### config.mk
export PLATFORM = sky130hd
export DESIGN_NAME = fetch_unit
export DESIGN_NICKNAME = d
export VERILOG_FILES = /design/src/rtl/fetch_pkg.sv /design/src/rtl/fetch_perf_counter.sv /design/src/rtl/fetch_unit.sv
export SDC_FILE = /design/constraint.sdc
export NUM_CORES = 1
export LEC_CHECK = 0
export BUFFER_PORTS_ARGS = -buffer_cell sky130_fd_sc_hd__buf_2
export CAP_MARGIN = 20
export CORE_UTILIZATION = 47
export CTS_BUF_LIST = sky130_fd_sc_hd__clkbuf_4
export DETAILED_ROUTE_END_ITERATION = 8
export PLACE_DENSITY = 0.86
export SETUP_SLACK_MARGIN = 0.2
export SYNTH_ARGS = -nofsm -noshare
export SYNTH_HDL_FRONTEND = slang
export SYNTH_SLANG_ARGS = --single-unit
### constraint.sdc
create_clock -name clk -period 1.75 [get_ports clk]
set_input_delay 0 -clock clk [delete_from_list [all_inputs] [get_ports clk]]
set_output_delay 0 -clock clk [all_outputs]
set_load 0.005 [all_outputs]
### src/rtl/fetch_pkg.sv
// Shared types and constants for the instruction fetch unit.
package fetch_pkg;

  localparam int unsigned PC_W_DEFAULT   = 8;
  localparam int unsigned INST_W_DEFAULT = 9;
  localparam int unsigned CNT_W          = 16;

  // Halt marker is the all-ones instruction word.
  localparam logic [INST_W_DEFAULT-1:0] HALT_INST = '1;

  typedef enum logic [1:0] {
    IDLE = 2'd0,
    RUN  = 2'd1,
    HALT = 2'd2
  } fetch_state_t;

endpackage

### src/rtl/fetch_perf_counter.sv
// Saturating count of fetched instructions. Only built with FETCH_PERF_CNT_EN.
module fetch_perf_counter
  import fetch_pkg::*;
(
  input  logic             clk,
  input  logic             reset_n,
  input  logic             clear,
  input  logic             incr,
  output logic [CNT_W-1:0] count
);

  // Clear wins over increment; stick at all-ones once reached.
  always_ff @(posedge clk or negedge reset_n) begin
    if (!reset_n) begin
      count <= '0;
    end else if (clear) begin
      count <= '0;
    end else if (incr && (count != {CNT_W{1'b1}})) begin
      count <= count + 1'b1;
    end
  end

endmodule

### src/rtl/fetch_unit.sv
// Single-issue instruction fetch stage: IDLE/RUN/HALT FSM, stall and branch
// redirect, halt-on-all-ones. Optional macro FETCH_PERF_CNT_EN adds the
// inst_count output backed by fetch_perf_counter.
module fetch_unit
  import fetch_pkg::*;
#(
  parameter int unsigned PC_W   = PC_W_DEFAULT,
  parameter int unsigned INST_W = INST_W_DEFAULT
) (
  input  logic              clk,
  input  logic              reset_n,
  input  logic              start,
  input  logic              stall,
  input  logic              branch_taken,
  input  logic [PC_W-1:0]   branch_target,
  output logic [PC_W-1:0]   inst_address,
  input  logic [INST_W-1:0] inst_in,
  output logic [INST_W-1:0] inst_out,
  output logic [PC_W-1:0]   pc_out,
  output logic              inst_valid,
  output logic              halted
`ifdef FETCH_PERF_CNT_EN
  ,
  output logic [CNT_W-1:0]  inst_count
`endif
);

  fetch_state_t    state;
  logic [PC_W-1:0] pc;
  logic            is_halt;

  // Halt marker is all ones at whatever INST_W this instance uses.
  assign is_halt      = &inst_in;
  // ROM address comes straight from the PC register; redirects land next cycle.
  assign inst_address = pc;

  // Fetch FSM with all outputs registered; stall beats branch, branch beats halt.
  always_ff @(posedge clk or negedge reset_n) begin
    if (!reset_n) begin
      state      <= IDLE;
      pc         <= '0;
      inst_out   <= '0;
      pc_out     <= '0;
      inst_valid <= 1'b0;
      halted     <= 1'b0;
    end else begin
      case (state)
        IDLE: begin
          pc         <= '0;
          inst_valid <= 1'b0;
          halted     <= 1'b0;
          if (start) state <= RUN;
        end
        RUN: begin
          if (!stall) begin
            if (branch_taken) begin
              // Squash the word fetched this cycle (one bubble).
              pc         <= branch_target;
              inst_valid <= 1'b0;
            end else begin
              inst_out   <= inst_in;
              pc_out     <= pc;
              inst_valid <= 1'b1;
              if (is_halt) begin
                state  <= HALT;
                halted <= 1'b1;
              end else begin
                pc <= pc + 1'b1;
              end
            end
          end
        end
        HALT: begin
          inst_valid <= 1'b0;
          halted     <= 1'b1;
          if (start) begin
            pc     <= '0;
            state  <= RUN;
            halted <= 1'b0;
          end
        end
        default: begin
          state      <= IDLE;
          inst_valid <= 1'b0;
          halted     <= 1'b0;
        end
      endcase
    end
  end

`ifdef FETCH_PERF_CNT_EN
  logic cnt_clear;
  logic cnt_incr;

  // Only an accepted start clears; start during RUN is ignored.
  assign cnt_clear = start && ((state == IDLE) || (state == HALT));
  // Every new fetch that sets inst_valid, including the halt word itself.
  assign cnt_incr  = (state == RUN) && !stall && !branch_taken;

  fetch_perf_counter u_perf_counter (
    .clk     (clk),
    .reset_n (reset_n),
    .clear   (cnt_clear),
    .incr    (cnt_incr),
    .count   (inst_count)
  );
`endif

endmodule

# == Word-level counts from Yosys, hierarchy flattened ==
# Cells that the tools add are included.
# W data, S select, Z words.
# classes
n_addsub,1
n_bitwise,2
n_reduce_logical,8
muxes,18
eq_ne,8
# op_table
operator,n
$mux W8,4
$pmux W8 S3,1
$reduce_and A9 Y1,1
$add A8 B1 Y8 const B,1
$mux W2,4
$ne A2 B2 Y1 const B,4
$reduce_and A4 Y1,2
$mux W1,7
$reduce_and A3 Y1,2
$pmux W2 S2,1
$ne A3 B3 Y1 const B,1
$reduce_bool A3 Y1,1
$eq A2 B1 Y1 const B,1
$eq A2 B2 Y1 const B,1
$logic_not A2 Y1,1
$ne A2 B1 Y1 const B,1
$not A1 Y1,2
$pmux W1 S2,1
$reduce_or A2 Y1,1
# word_totals
word_cells,43
input_bits,22
ff_bits,29
output_inout_bits,27

# == Depth between registers and ports, before layout ==
# depth
depth_word,5
depth_mapped,8
ltp_nobuf,6

# == Least setup slack after synthesis ==
# Ideal clock, no wire load.
# synth_path
path_kind,register -> register
startpoint,reg state[1]
endpoint,reg inst_out[3]
required_time_ns,1.625
path_slack_ns,-0.003
setup_ns,0.125
t_arrival_ns,1.628
n_path_buf,3
synth_period_minus_slack_ns,1.753
stages_incl_launch_ff,9
cell_sequence,dfrtp_1 -> inv_1 -> ha_1 -> buf_4 -> nand2b_1 -> clkbuf_2 -> nor2_4 -> buf_4 -> mux2_2
# synth_between
elab_chain_cells,2
# synth_lines
element,line_no,source
from (decl),fetch_unit.sv:28,fetch_state_t state;
from (signal assigned),fetch_unit.sv:40,state <= IDLE;
from (signal assigned),fetch_unit.sv:52,if (start) state <= RUN;
from (signal assigned),fetch_unit.sv:65,state <= HALT;
$eq A2 B1 Y1,fetch_unit.sv:47,case (state)
$reduce_and A3 Y1 (no source line),n/a,
to (signal assigned),fetch_unit.sv:61,inst_out <= inst_in;
to (decl),fetch_unit.sv:18,"output logic [INST_W-1:0] inst_out,"
# Every way passes these cells.
# A chain may end at the register's enable or synchronous reset.

# == Worst setup path after layout ==
# layout_path
startpoint,reg state[1]
endpoint,reg pc[5] (netlist: inst_address[5])
# layout_between
elab_chain_cells,3
elab_cells_between_ends,9
classes_between,eq/ne (5); mux (1); reduce/logical (3)
# layout_lines
element,line_no,source
"$eq A2 B1 Y1, or another cell as far along",fetch_unit.sv:47,
"$ne A3 B3 Y1 (no source line), or another cell as far along",n/a,
$reduce_and A4 Y1 (no source line),n/a,
to (signal assigned),fetch_unit.sv:58,pc <= branch_target;
to (signal assigned),fetch_unit.sv:68,pc <= pc + 1'b1;
to (decl),fetch_unit.sv:29,logic [PC_W-1:0] pc;
# Several ways; a longest one is shown, not always the timed one.

==> flow_metrics.py <==
metrics = {
    "worst_setup_path": {
        "cp_cell_sequence": "inv_2, ha_4, nand4b_1, or4_4, a31oi_1, o211ai_1",
        "crit_family": "simple AND/OR/NAND/NOR gates",
        "worstReg2RegEnd": "inst_address[5]",
        "path_max_fanout": 7,
        "slowest_stage": "or4_4",
        "r2r_slack_ps": 40,
        "required_ps": 1960,
        "end_kind": "flip-flop",
        "crit_buf_inv": 1,
        "arrival_ps": 1920,
        "startpoint_type": "flip-flop",
        "max_stage_delay_ps": 510,
        "r2r-start": "state[1]",
        "critical_path_class": "reg -> reg",
        "reg2reg_depth": 6,
    },
    "global_routing": {
        "gr-total-overflow": 0,
        "grt_pass1_wl_mm": 6.80,
        "antenna_found_initial": 0,
        "track_usage_pct": 27.4,
        "first_global_vias": 1524,
        "grt_max_degree": 30,
    },
    "sta": {
        "setup_viol": 0,
        "relSlewSlack_pct": 58.2,
        "fin_crit_ps": 1710,
        "finClkSkew_ps": 9.15,
        "max_freq_mhz": 586,
        "drv_slew": 0,
        "tightest_slew_ps": 627,
        "rsz0062_at_grt": "true",
        "fin_crit_sh_pct": 97.4,
        "hold_viol": 0,
        "whs_ps": 46.6,
        "setup_ws_ps": 44.9,
    },
    "yosys": {
        "synth_area_leaders": "dfrtp_1, mux2_2, ha_1, nand3_1, o211ai_1",
        "synth_common_cells": "dfrtp_1, mux2_2, nand3_1",
        "synth-edff-count": 0,
        "synthMostInstantiatedCell": "dfrtp_1",
        "synth_cells": 136,
        "synth_flop_cell": "dfrtp_1",
        "ys_warn_count": 0,
        "synth_largest_area_cell": "dfrtp_1",
        "synth.net_count": 163,
        "yosysSeqAreaShare_pct": 48.3,
        "netlist-cell-type-count": 34,
        "async_flop_share_pct": 100,
        "syn_area_um2": 1500,
        "avgSynthCellArea_um2": 11.0,
        "netlist.area_leader.share_pct": 48.3,
        "synth-seq-cells": 29,
    },
    "detailed_routing": {
        "vias_per_cell": 5.54,
        "final_antenna_net_count": 0,
        "wl_per_cell_um": 16.4,
        "drt_first_pass_iters": 4,
        "drt_iter0_markers": 62,
        "drc": 0,
        "totalWireLength_mm": 4.41,
        "vias": 1485,
    },
    "clock_tree": {
        "root_buffer": "clkbuf_4",
        "cts_tree": "done",
        "path_clk_slew_ps": 90,
        "clk_path_buf_depth": 2,
        "htree_levels": 2,
        "clk-insertion-delay-late_ps": 340,
        "cts_sinks": 29,
        "cts_buffers": 5,
    },
    "floorplan": {
        "rows": 20,
        "io_pins": 49,
        "fp.coreArea_um2": 3050,
        "die_x_um": 58.5,
        "initial_core_util_pct": 49.2,
        "die_y_um": 58.5,
        "dieArea_um2": 3420,
    },
    "pwr": {
        "vdd_ir_drop_max_uv": 1100,
        "power_density_nw_per_um2": 1480,
        "power_mw": 3.50,
        "leakage_nw": 1.13,
    },
    "placed_design": {
        "io_buffers": 48,
        "hpwl_mm": 2.57,
        "globalplace.congestion": 0.825,
        "preCtsSetupSlack_ps": -42.9,
    },
    "min_path": {
        "worstHoldPathCells": 3,
        "hp-start": "stall",
        "holdPathEnd": "inst_valid",
        "hold_path.class": "in -> reg",
    },
    "cells_and_area": {
        "area_delta_synth_final_pct": 58.1,
        "diodes": 0,
        "final_layout_size_suffix_gt1_share_pct": 49.6,
        "nFillCells": 207,
        "finalNetCount": 250,
    },
    "run": {
        "max-cap-violations": 0,
    },
    "run_status": {
        "status": "complete, no violations",
    },
}
## flip-flops by register name (all words and copies together), names as in the netlist
name / flops
inst_out: 9
halted: 1
pc_out: 8
state: 2
inst_valid: 1
inst_address: 8
## worst max-delay path by stage
stage | end | depth (start not counted) | slack (ps) | start
finish | inst_address[5] | 6 | 40 | state[1]
global route | inst_address[4] | 6 | -40 | state[1]
floorplan | inst_out[3] | 8 | 20 | state[1]
global placement | inst_address[3] | 6 | 40 | state[1]
detailed placement | inst_address[6] | 6 | -40 | state[1]
CTS | inst_address[7] | 6 | 70 | state[1]
## cells in the final DEF (no fill, tap or decap), types with 5 or more instances in the layout
| cell | instances |
|---|---|
| buf_4 | 13 |
| mux2_4 | 16 |
| buf_2 | 49 |
| o21ai_0 | 5 |
| clkbuf_4 | 6 |
| nand4_1 | 5 |
| nor2_1 | 6 |
| a21oi_1 | 6 |
| dfrtp_1 | 29 |
| nand3_1 | 7 |
| dlygate4sd3_1 | 17 |
| o211ai_1 | 5 |
## worst reg2reg max path: stages (launching register included)
cell	delay [ps]
dfrtp_1	400
inv_2	90
ha_4	140
nand4b_1	120
or4_4	510
a31oi_1	220
o211ai_1	100
## layout make-up
class                           count  area, µm²  area share [%]
Multi-Input combinational cell     98        872            36.7
Sequential cell                    29        726            30.6
Inverter                            3       11.3           0.474
Timing Repair Buffer               86        631            26.6
Clock buffer                        6       45.0            1.90
Clock inverter                      2       33.8            1.42
Tap cell                           44       55.1            2.32
## metal layers
metal | vias up | share of wire [%] | track usage (%)
li1 | 692 | - | -
met1 | 724 | 40 | 30.6
met2 | 65 | 52 | 48.9
met3 | 4 | 6.5 | 6.59
met4 | 0 | 1.0 | 13.3
met5 | - | 0 | 0
## through the flow
| stage | setup TNS (ps) | utilization, % | instance area (µm²) | cells |
|---|---|---|---|---|
| after CTS | 0 | 74.6 | 2280 | 265 |
| final | 0 | 77.7 | 2370 | 268 |
| after global placement | 0 | 60.4 | 1840 | 231 |
| after detailed placement | -219 | 60.4 | 1840 | 231 |
| after global routing | -158 | 77.7 | 2370 | 268 |
| after floorplan | 0 | - | 1520 | 136 |
## power by group
group / leakage, nW / internal [mW] / total [mW] / switching (mW)
logic: 0.702 / 0.980 / 1.73 / 0.752
registers: 0.379 / 0.958 / 1.22 / 0.259
clock network: 0.0433 / 0.313 / 0.553 / 0.241
## logic make-up (layout without fill, tap and decap cells)
kind of cell	after synthesis	after routing	share of synthesized area, %
fa+ha+maj	5	5	4.17
simple gates	43	43	16.4
mux	18	18	13.5
flops	29	29	48.3
buf+inv	9	97	2.92
compound gates	32	32	14.7
## timing repair
| action | 4_1_cts | 5_1_grt |
|---|---|---|
| setup buffers | 7 | 2 |
| hold endpoints to repair | 45 | 0 |
| hold buffers | 17 | 0 |
| resized for setup | 25 | 14 |
| pin swaps | 5 | 1 |
| endpoints found under the setup margin | 25 | 26 |
| cloned | 2 | 1 |
Note: power is estimated with default switching activity, not from simulation.
